File: config.mk
export PLATFORM = sky130hd
export DESIGN_NAME = wb_cfg_slave
export DESIGN_NICKNAME = d
export VERILOG_FILES = /design/src/rtl/wb_cfg_pkg.sv /design/src/rtl/wb_cfg_decode.sv /design/src/rtl/wb_cfg_slave.sv
export SDC_FILE = /design/constraint.sdc
export NUM_CORES = 1
export LEC_CHECK = 0
export ABC_AREA = 1
export CAP_MARGIN = 20
export CORE_MARGIN = 3
export CORE_UTILIZATION = 57
export CTS_CLUSTER_DIAMETER = 150
export CTS_CLUSTER_SIZE = 8
export DETAILED_ROUTE_END_ITERATION = 8
export DONT_BUFFER_PORTS = 1
export PLACE_DENSITY = 0.72
export SLEW_MARGIN = 0
export SYNTH_ARGS = -nofsm -noshare
export SYNTH_HDL_FRONTEND = slang
export SYNTH_SLANG_ARGS = --single-unit
File: constraint.sdc
create_clock -name clk -period 2 [get_ports clk]
set_input_delay 0.6 -clock clk [delete_from_list [all_inputs] [get_ports clk]]
set_output_delay 0.6 -clock clk [all_outputs]
set_load 0.01 [all_outputs]
File: src/rtl/wb_cfg_pkg.sv
// Shared types for the Wishbone configuration-space slave: register map,
// FSM state encoding and the offset legality helper.
package wb_cfg_pkg;

    // Every legal 12-bit configuration offset, word aligned.
    typedef enum logic [11:0] {
        VENDOR_DEVICE_ID = 12'h000, REG_004 = 12'h004, CLASS_REVISION = 12'h008, REG_00C = 12'h00C,
        REG_010 = 12'h010, REG_014 = 12'h014, REG_018 = 12'h018, REG_01C = 12'h01C,
        REG_020 = 12'h020, REG_024 = 12'h024, REG_028 = 12'h028, REG_02C = 12'h02C,
        REG_030 = 12'h030, REG_034 = 12'h034, REG_038 = 12'h038, REG_03C = 12'h03C,
        REG_100 = 12'h100, REG_104 = 12'h104, REG_108 = 12'h108, REG_10C = 12'h10C,
        REG_110 = 12'h110, REG_114 = 12'h114, REG_118 = 12'h118, REG_11C = 12'h11C,
        REG_120 = 12'h120, REG_124 = 12'h124, REG_128 = 12'h128, REG_12C = 12'h12C,
        REG_130 = 12'h130, REG_134 = 12'h134, REG_138 = 12'h138, REG_13C = 12'h13C,
        REG_140 = 12'h140, REG_144 = 12'h144, REG_148 = 12'h148, REG_14C = 12'h14C,
        REG_150 = 12'h150, REG_154 = 12'h154, REG_158 = 12'h158, REG_15C = 12'h15C,
        REG_160 = 12'h160, REG_164 = 12'h164, REG_168 = 12'h168,
        REG_180 = 12'h180, REG_184 = 12'h184, REG_188 = 12'h188, REG_18C = 12'h18C,
        REG_190 = 12'h190, REG_194 = 12'h194, REG_198 = 12'h198, REG_19C = 12'h19C,
        REG_1A0 = 12'h1A0, REG_1A4 = 12'h1A4, REG_1A8 = 12'h1A8, REG_1AC = 12'h1AC,
        REG_1B0 = 12'h1B0, REG_1B4 = 12'h1B4, REG_1B8 = 12'h1B8, REG_1BC = 12'h1BC,
        REG_1C0 = 12'h1C0, REG_1C4 = 12'h1C4, REG_1C8 = 12'h1C8, REG_1CC = 12'h1CC,
        REG_1D0 = 12'h1D0, REG_1D4 = 12'h1D4, REG_1D8 = 12'h1D8, REG_1DC = 12'h1DC,
        REG_1E0 = 12'h1E0, REG_1E4 = 12'h1E4, REG_1E8 = 12'h1E8, REG_1EC = 12'h1EC,
        REG_1F0 = 12'h1F0
    } config_reg_addr_t;

    typedef enum logic [2:0] {
        IDLE  = 3'd0,
        REQ   = 3'd1,
        ACK   = 3'd2,
        ERR   = 3'd3,
        DRAIN = 3'd4
    } wb_cfg_state_t;

    // True exactly for the members of config_reg_addr_t (three word-stepped windows).
    function automatic logic cfg_addr_legal(input logic [11:0] offset);
        logic aligned;
        aligned = (offset[1:0] == 2'b00);
        return aligned && ((offset <= 12'h03C) ||
                           (offset >= 12'h100 && offset <= 12'h168) ||
                           (offset >= 12'h180 && offset <= 12'h1F0));
    endfunction

endpackage

File: src/rtl/wb_cfg_decode.sv
// Combinational offset decode: legality and read-only register detection.
module wb_cfg_decode
    import wb_cfg_pkg::*;
(
    input  logic [11:0] offset_i,
    output logic        legal_o,
    output logic        ro_o
);

    // Legal map lookup and read-only identification.
    always_comb begin
        legal_o = cfg_addr_legal(offset_i);
        ro_o    = (offset_i == VENDOR_DEVICE_ID) || (offset_i == CLASS_REVISION);
    end

endmodule

File: src/rtl/wb_cfg_slave.sv
// Wishbone classic slave bridging the configuration-space window onto a
// simple register-file request/ready interface.
// Optional feature: define WB_CFG_TIMEOUT_EN to enable the REQ/DRAIN timeout.
module wb_cfg_slave
    import wb_cfg_pkg::*;
#(
    parameter int unsigned TIMEOUT_CYCLES = 16
) (
    input  logic        clk,
    input  logic        rst_n,
    input  logic        wb_cyc_i,
    input  logic        wb_stb_i,
    input  logic        wb_we_i,
    input  logic [31:0] wb_adr_i,
    input  logic [3:0]  wb_sel_i,
    input  logic [31:0] wb_dat_i,
    output logic [31:0] wb_dat_o,
    output logic        wb_ack_o,
    output logic        wb_err_o,
    input  logic [31:0] conf_base_i,
    output logic        reg_req_o,
    output logic        reg_we_o,
    output logic [11:0] reg_addr_o,
    output logic [3:0]  reg_be_o,
    output logic [31:0] reg_wdata_o,
    input  logic        reg_rdy_i,
    input  logic [31:0] reg_rdata_i,
    output logic        busy_o
);

    wb_cfg_state_t state_q, state_d;
    logic [11:0]   addr_q, addr_d;
    logic          we_q, we_d;
    logic [3:0]    be_q, be_d;
    logic [31:0]   wdata_q, wdata_d;
    logic [31:0]   rdata_q, rdata_d;

    logic hit;
    logic legal;
    logic ro;
    logic bad_access;
    logic timeout;
    logic unused_base;

    wb_cfg_decode u_decode (
        .offset_i (wb_adr_i[11:0]),
        .legal_o  (legal),
        .ro_o     (ro)
    );

    // Window hit and access-level error qualification.
    always_comb begin
        unused_base = ^conf_base_i[11:0];
        hit         = wb_cyc_i && wb_stb_i && (wb_adr_i[31:12] == conf_base_i[31:12]);
        bad_access  = !legal || (wb_adr_i[1:0] != 2'b00) || (wb_sel_i == 4'h0);
    end

`ifdef WB_CFG_TIMEOUT_EN
    logic [7:0] tmo_cnt_q, tmo_cnt_d;

    // Count cycles spent waiting on the register file; cleared everywhere else.
    always_comb begin
        tmo_cnt_d = '0;
        if (state_q == REQ || state_q == DRAIN) begin
            tmo_cnt_d = tmo_cnt_q + 8'd1;
        end
        timeout = (tmo_cnt_q == 8'(TIMEOUT_CYCLES - 1)) && !reg_rdy_i;
    end

    // Timeout counter register.
    always_ff @(posedge clk) begin
        if (!rst_n) begin
            tmo_cnt_q <= '0;
        end else begin
            tmo_cnt_q <= tmo_cnt_d;
        end
    end
`else
    logic [7:0] unused_tmo;

    // No counter: the timeout parameter is kept only for interface compatibility.
    always_comb begin
        unused_tmo = 8'(TIMEOUT_CYCLES);
        timeout    = 1'b0;
    end
`endif

    // Next-state and capture logic.
    always_comb begin
        state_d = state_q;
        addr_d  = addr_q;
        we_d    = we_q;
        be_d    = be_q;
        wdata_d = wdata_q;
        rdata_d = rdata_q;
        case (state_q)
            IDLE: begin
                if (hit) begin
                    if (bad_access) begin
                        state_d = ERR;
                    end else if (wb_we_i && ro) begin
                        state_d = ACK;
                        rdata_d = '0;
                    end else begin
                        state_d = REQ;
                        addr_d  = wb_adr_i[11:0];
                        we_d    = wb_we_i;
                        be_d    = wb_sel_i;
                        wdata_d = wb_dat_i;
                        rdata_d = '0;
                    end
                end
            end
            REQ: begin
                if (!wb_cyc_i) begin
                    state_d = (reg_rdy_i || timeout) ? IDLE : DRAIN;
                end else if (reg_rdy_i) begin
                    state_d = ACK;
                    if (!we_q) begin
                        rdata_d = reg_rdata_i;
                    end
                end else if (timeout) begin
                    state_d = ERR;
                end
            end
            DRAIN: begin
                if (reg_rdy_i || timeout) begin
                    state_d = IDLE;
                end
            end
            ACK: begin
                state_d = IDLE;
                rdata_d = '0;
            end
            ERR: begin
                state_d = IDLE;
            end
            default: begin
                state_d = IDLE;
            end
        endcase
    end

    // State and captured-field registers.
    always_ff @(posedge clk) begin
        if (!rst_n) begin
            state_q <= IDLE;
            addr_q  <= '0;
            we_q    <= 1'b0;
            be_q    <= '0;
            wdata_q <= '0;
            rdata_q <= '0;
        end else begin
            state_q <= state_d;
            addr_q  <= addr_d;
            we_q    <= we_d;
            be_q    <= be_d;
            wdata_q <= wdata_d;
            rdata_q <= rdata_d;
        end
    end

    // Outputs decoded from the current state and captured fields.
    always_comb begin
        wb_ack_o    = (state_q == ACK);
        wb_err_o    = (state_q == ERR);
        wb_dat_o    = (state_q == ACK) ? rdata_q : '0;
        reg_req_o   = (state_q == REQ) || (state_q == DRAIN);
        busy_o      = (state_q != IDLE);
        reg_addr_o  = addr_q;
        reg_we_o    = we_q;
        reg_be_o    = be_q;
        reg_wdata_o = wdata_q;
    end

endmodule
-- Word level (Yosys, flattened, before mapping)
Cells that the tools add are included.
- reductions and logical operators: 23
- bitwise gates (word level): 2
- mux-type cells: 15
- magnitude comparators: 5
- eq/ne operators: 13
- operators with widths (kind ; count):
    $mux 32 ; 6
    $pmux 32 s3 ; 1
    $ge 12x9->1 const B ; 2
    $le 12x9->1 const B ; 2
    $eq 20x20->1 ; 1
    $mux 3 ; 5
    $eq 12x4->1 const B ; 1
    $le 12x6->1 const B ; 1
    $logic_not 12->1 ; 1
    $ne 2x2->1 const B ; 6
    $pmux 3 s3 ; 1
    $eq 3x2->1 const B ; 2
    $logic_and 1x1->1 ; 6
    $logic_or 1x1->1 ; 6
    $reduce_and 6->1 ; 1
    $reduce_bool 3->1 ; 2
    $logic_not 4->1 ; 1
    $mux 2 ; 2
    $reduce_and 4->1 ; 1
    $eq 3x1->1 const B ; 1
    $eq 3x3->1 const B ; 1
    $logic_not 3->1 ; 1
    $ne 3x3->1 const B ; 1
    $reduce_and 3->1 ; 1
    4 further kinds ; 5
- bits of input ports: 138
- output and inout bits: 85
- logic and storage cells: 64
- register bits after elaboration: 84

-- Longest topological paths before layout
- word-level depth: 11
- depth in mapped cells: 14
- depth with buffers taken out: 13

-- Modules after synthesis
From an unflattened synthesis, not the netlist that was laid out.
- cells, all modules: 761
- area total of the unflattened synthesis: 4486.8 um^2
- by module, submodules not included (module ; instances ; area an instance (um^2) ; sequential area each (um^2) ; cells an instance):
    wb_cfg_slave ; 1 ; 4381.7 ; 1681.6 ; 740
    wb_cfg_decode ; 1 ; 105.1 ; 0.0 ; 21

-- Worst setup path before layout
No wires, ideal clock.
- kind: in2reg
- start point: in wb_adr_i[11]
- end point: reg rdata_q[13]
- library setup time: 0.115 ns
- stages: 13
- data required time: 1.885 ns
- setup slack: 0.080 ns
- arrival time: 1.805 ns
- path through: inv_1 -> nand2_1 -> nor2_1 -> inv_1 -> nor2_1 -> o21ai_0 -> nand3_1 -> nand2_1 -> nand2_2 -> clkbuf_1 -> nand3_1 -> nand2_1 -> nor2_1
- word-level cells in the longest chain between the ends: 10
- elaborated cells between the ends (all ways): 15
- those cells by class: order compare: 5; eq/ne: 1; reduce/logical: 9
- RTL lines (what ; line ; RTL):
    start, declared ; wb_cfg_slave.sv:14 ; input logic [31:0] wb_adr_i,
    $ge 12x9->1 / $le 12x9->1 (equally long branches) ; wb_cfg_pkg.sv:41 ; (offset >= 12'h100 && offset <= 12'h168) ||
    $logic_and 1x1->1 ; wb_cfg_pkg.sv:41 ;
    $logic_or 1x1->1 ; wb_cfg_pkg.sv:40 ; return aligned && ((offset <= 12'h03C) ||
    $logic_or 1x1->1 (*) ; wb_cfg_pkg.sv:41 ;
    $logic_and 1x1->1 (*) ; wb_cfg_pkg.sv:40 ;
    $logic_not 1->1 (*) ; wb_cfg_slave.sv:55 ; bad_access = !legal || (wb_adr_i[1:0] != 2'b00) || (wb_sel_i == 4'h0);
    $logic_or 1x1->1 (*) (2 in a row) ; wb_cfg_slave.sv:55 ;
    $ne 2x2->1 (no source line) (*) ; -- ;
    $reduce_and 6->1 (no source line) (*) ; -- ;
    end signal, assigned ; wb_cfg_slave.sv:159 ; rdata_q <= rdata_d;
    end, declared ; wb_cfg_slave.sv:36 ; logic [31:0] rdata_q, rdata_d;
Mark *: on every way between the ends. The rest lies on a longest branch, timed or not.
A chain may end at the register's enable or synchronous reset.

-- Worst setup path in the final report
- start point: reg state_q[0]
- end point: out wb_dat_o[13]
- word-level cells in the longest chain between the ends: 2
- RTL lines (what ; line ; RTL):
    start, declared ; wb_cfg_slave.sv:31 ; wb_cfg_state_t state_q, state_d;
    start signal, assigned ; wb_cfg_slave.sv:154 ; state_q <= state_d;
    $eq 3x2->1 ; wb_cfg_slave.sv:167 ; wb_dat_o = (state_q == ACK) ? rdata_q : '0;
    $mux 32 ; wb_cfg_slave.sv:167 ;
    end, declared ; wb_cfg_slave.sv:17 ; output logic [31:0] wb_dat_o,
Every way passes these cells.

==> impl_metrics.json <==
{
  "status": "completed",
  "synth_top_area_frac": 0.375,
  "hp-class": "input port to flip-flop",
  "clk_pin_slew_ns": 0.08,
  "clockRootBuffer": "clkbuf_8",
  "placed_cells": 814,
  "synth-edff-count": 0,
  "dp_hpwl_mm": 7.78,
  "dr.pass1.iters": 4,
  "chipHeight_um": 94.6,
  "arrival_ns": 1.40,
  "synthDistinctLibCells": 22,
  "worstMarginPinSlew_ns": 0.467,
  "muxShareOfSynthArea": 0,
  "placementRows": 31,
  "clock_path_buffers": 2,
  "yosysMostFrequentCell": "nand2_1",
  "antenna_left": 0,
  "leakage_nw": 2.29,
  "wl_per_cell_um": 13.2,
  "path_max_fanout": 32,
  "synth_largest_area_cell": "dfxtp_1",
  "yosysWarnings": 0,
  "fin_skew_ns": 0.0135,
  "vias_per_cell": 5.13,
  "start_util": 0.601,
  "post-route-period-util": 1.00,
  "drv_cap": 0,
  "syn_avg_cell_area_um2": 6.17,
  "ios": 223,
  "track_usage": 0.238,
  "power_density_nw_per_um2": 583,
  "cp_slowest_cell": "dfxtp_2",
  "ir_drop_v": 0.000392,
  "crit_path_max_incr_delay_ns": 0.36,
  "cts_max_level": 3,
  "min_period_ns": 2.00,
  "syn_area_um2": 4480,
  "portBuffers": 0,
  "fp.dieArea_um2": 8960,
  "ys_seq_elements": 84,
  "yosys-top-cells-count": "nand2_1 (175), nor2_1 (157), inv_1 (99)",
  "cp.required_ns": 1.40,
  "diodes": 0,
  "globalplace.congestion": 0.851,
  "slew_violations": 0,
  "grt_pass1_wl_mm": 17.3,
  "stdcell_count": 834,
  "path_delay_family": "flip-flops",
  "final-hold-violation-count": 0,
  "endpoint_kind": "primary output",
  "async_flop_share": 0,
  "cts_sinks": 84,
  "wirelength_mm": 11.0,
  "synth_fa_ha_area_frac": 0,
  "critPathKind": "flip-flop to primary output",
  "hold_ws_ns": 0.322,
  "grt_max_degree": 91,
  "synth_nets": 864,
  "fillers": 692,
  "synthCells": 726,
  "die_x_um": 94.6,
  "coreArea_um2": 7450,
  "finalPower_mw": 2.93,
  "path_cells": "nor3_4 -> inv_2 -> buf_12 -> nor2_1 -> buf_4",
  "drc": 0,
  "drive_above_1_share": 0.0966,
  "slew_headroom": 0.686,
  "synthToLayoutAreaGrowth_pct": 12.0,
  "clk_latency_ns": 0.35,
  "synthXorXnorAreaFrac": 0.00196,
  "max_freq_mhz": 500,
  "cts-buffers-inserted": 9,
  "via_count": 4281,
  "report.final.setup_viol": 0,
  "rsz0062_at_grt": "true",
  "synth-main-ff-cell": "dfxtp_1",
  "start_kind": "flip-flop",
  "crit_buf_inv": 3,
  "tritoncts": "built",
  "synth_compound_area_frac": 0.111,
  "drtIter0Drc": 157,
  "yosysSeqAreaShare": 0.375,
  "ctsHoldBuffers": 0,
  "grt_pass1_vias": 4030,
  "antenna_found_initial": 0,
  "ys_top_cells_by_area": "dfxtp_1 (38%), nand2_1 (15%), nor2_1 (13%)",
  "nets": 868,
  "yosys.area_share.simple": 0.391,
  "synth_top_family_by_area": "simple AND/OR/NAND/NOR gates",
  "overflow": 0
}
-- cell families after synthesis --
group,count (synthesis)
buffers and inverters,140
AO/OA/AOI/OAI,74
AND/OR/NAND/NOR,427
flip-flops,84
XOR/XNOR,1
-- area by class of cell --
| class | instances | area (µm²) | area share |
|---|---|---|---|
| clock buffer | 12 | 155 | 0.0309 |
| clock inverter | 4 | 32.5 | 0.00649 |
| inverter | 99 | 372 | 0.0741 |
| multi-input combinational | 502 | 2310 | 0.461 |
| sequential | 84 | 1690 | 0.337 |
| tap | 99 | 124 | 0.0247 |
| timing repair buffer | 34 | 334 | 0.0666 |
-- sequential cells by signal (all words and copies together), names as in the netlist --
| name | count |
|---|---|
| reg_be_o | 4 |
| reg_wdata_o | 32 |
| state_q | 3 |
| rdata_q | 32 |
| reg_addr_o | 12 |
| reg_we_o | 1 |
-- worst paths after layout --
| kind | start | to | slack [ns] | depth (start not counted) |
|---|---|---|---|---|
| hold / removal | reg_rdy_i | state_q[2] | 0.32 | 1 |
| hold reg to reg | rdata_q[13] | rdata_q[13] | 0.49 | 2 |
| setup / recovery | state_q[0] | wb_dat_o[13] | 0.0001 | 5 |
| setup reg to reg | state_q[1] | reg_addr_o[1] | 0.29 | 8 |
-- cells in the final DEF, fill, tap and decap left out, types with 2 or more instances in the layout --
| cell | n |
|---|---|
| inv_2 | 2 |
| clkbuf_8 | 11 |
| dfxtp_2 | 2 |
| nor2_1 | 149 |
| o21ai_0 | 7 |
| buf_4 | 27 |
| nand3_1 | 30 |
| nor2_2 | 7 |
| nor3_4 | 2 |
| or2_2 | 3 |
| nor3_1 | 48 |
| dfxtp_1 | 81 |
| a21oi_1 | 20 |
| o21bai_1 | 45 |
| buf_12 | 6 |
| nand2_1 | 175 |
| clkinvlp_4 | 2 |
| nand4_1 | 2 |
| nor3b_1 | 5 |
| inv_1 | 97 |
-- power breakdown --
group / internal (mW) / switching [mW]
registers: 1.67 / 0.000000397
logic: 0.0451 / 0.0626
clock network: 0.527 / 0.622
total: 2.24 / 0.684
-- metrics by stage --
stage | util | TNS, ns | area, µm² | setup WS, ns
4_1_cts | 0.669 | -0.0748 | 4980 | -0.0199
3_3_place_gp | 0.637 | -0.116 | 4740 | -0.0121
5_1_grt | 0.673 | -0.909 | 5010 | -0.0540
6_report | 0.673 | 0 | 5010 | 0.000145
2_1_floorplan | - | 0 | 4480 | 0.0801
3_5_place_dp | 0.637 | -0.796 | 4740 | -0.0690
-- per-layer routing --
layer	vias up	wire length (µm)	global-route usage
met5	-	0	0
met4	0	238	0.103
met1	1884	4250	0.257
met3	21	1100	0.0869
met2	139	5440	0.415
li1	2237	-	-
-- repair_timing --
action                                  CTS  global route
setup buffers                             4             0
cloned                                    0             0
endpoints found under the setup margin   32            33
resized for setup                         7            12
No activity file was read; power rests on OpenSTA's default activity.
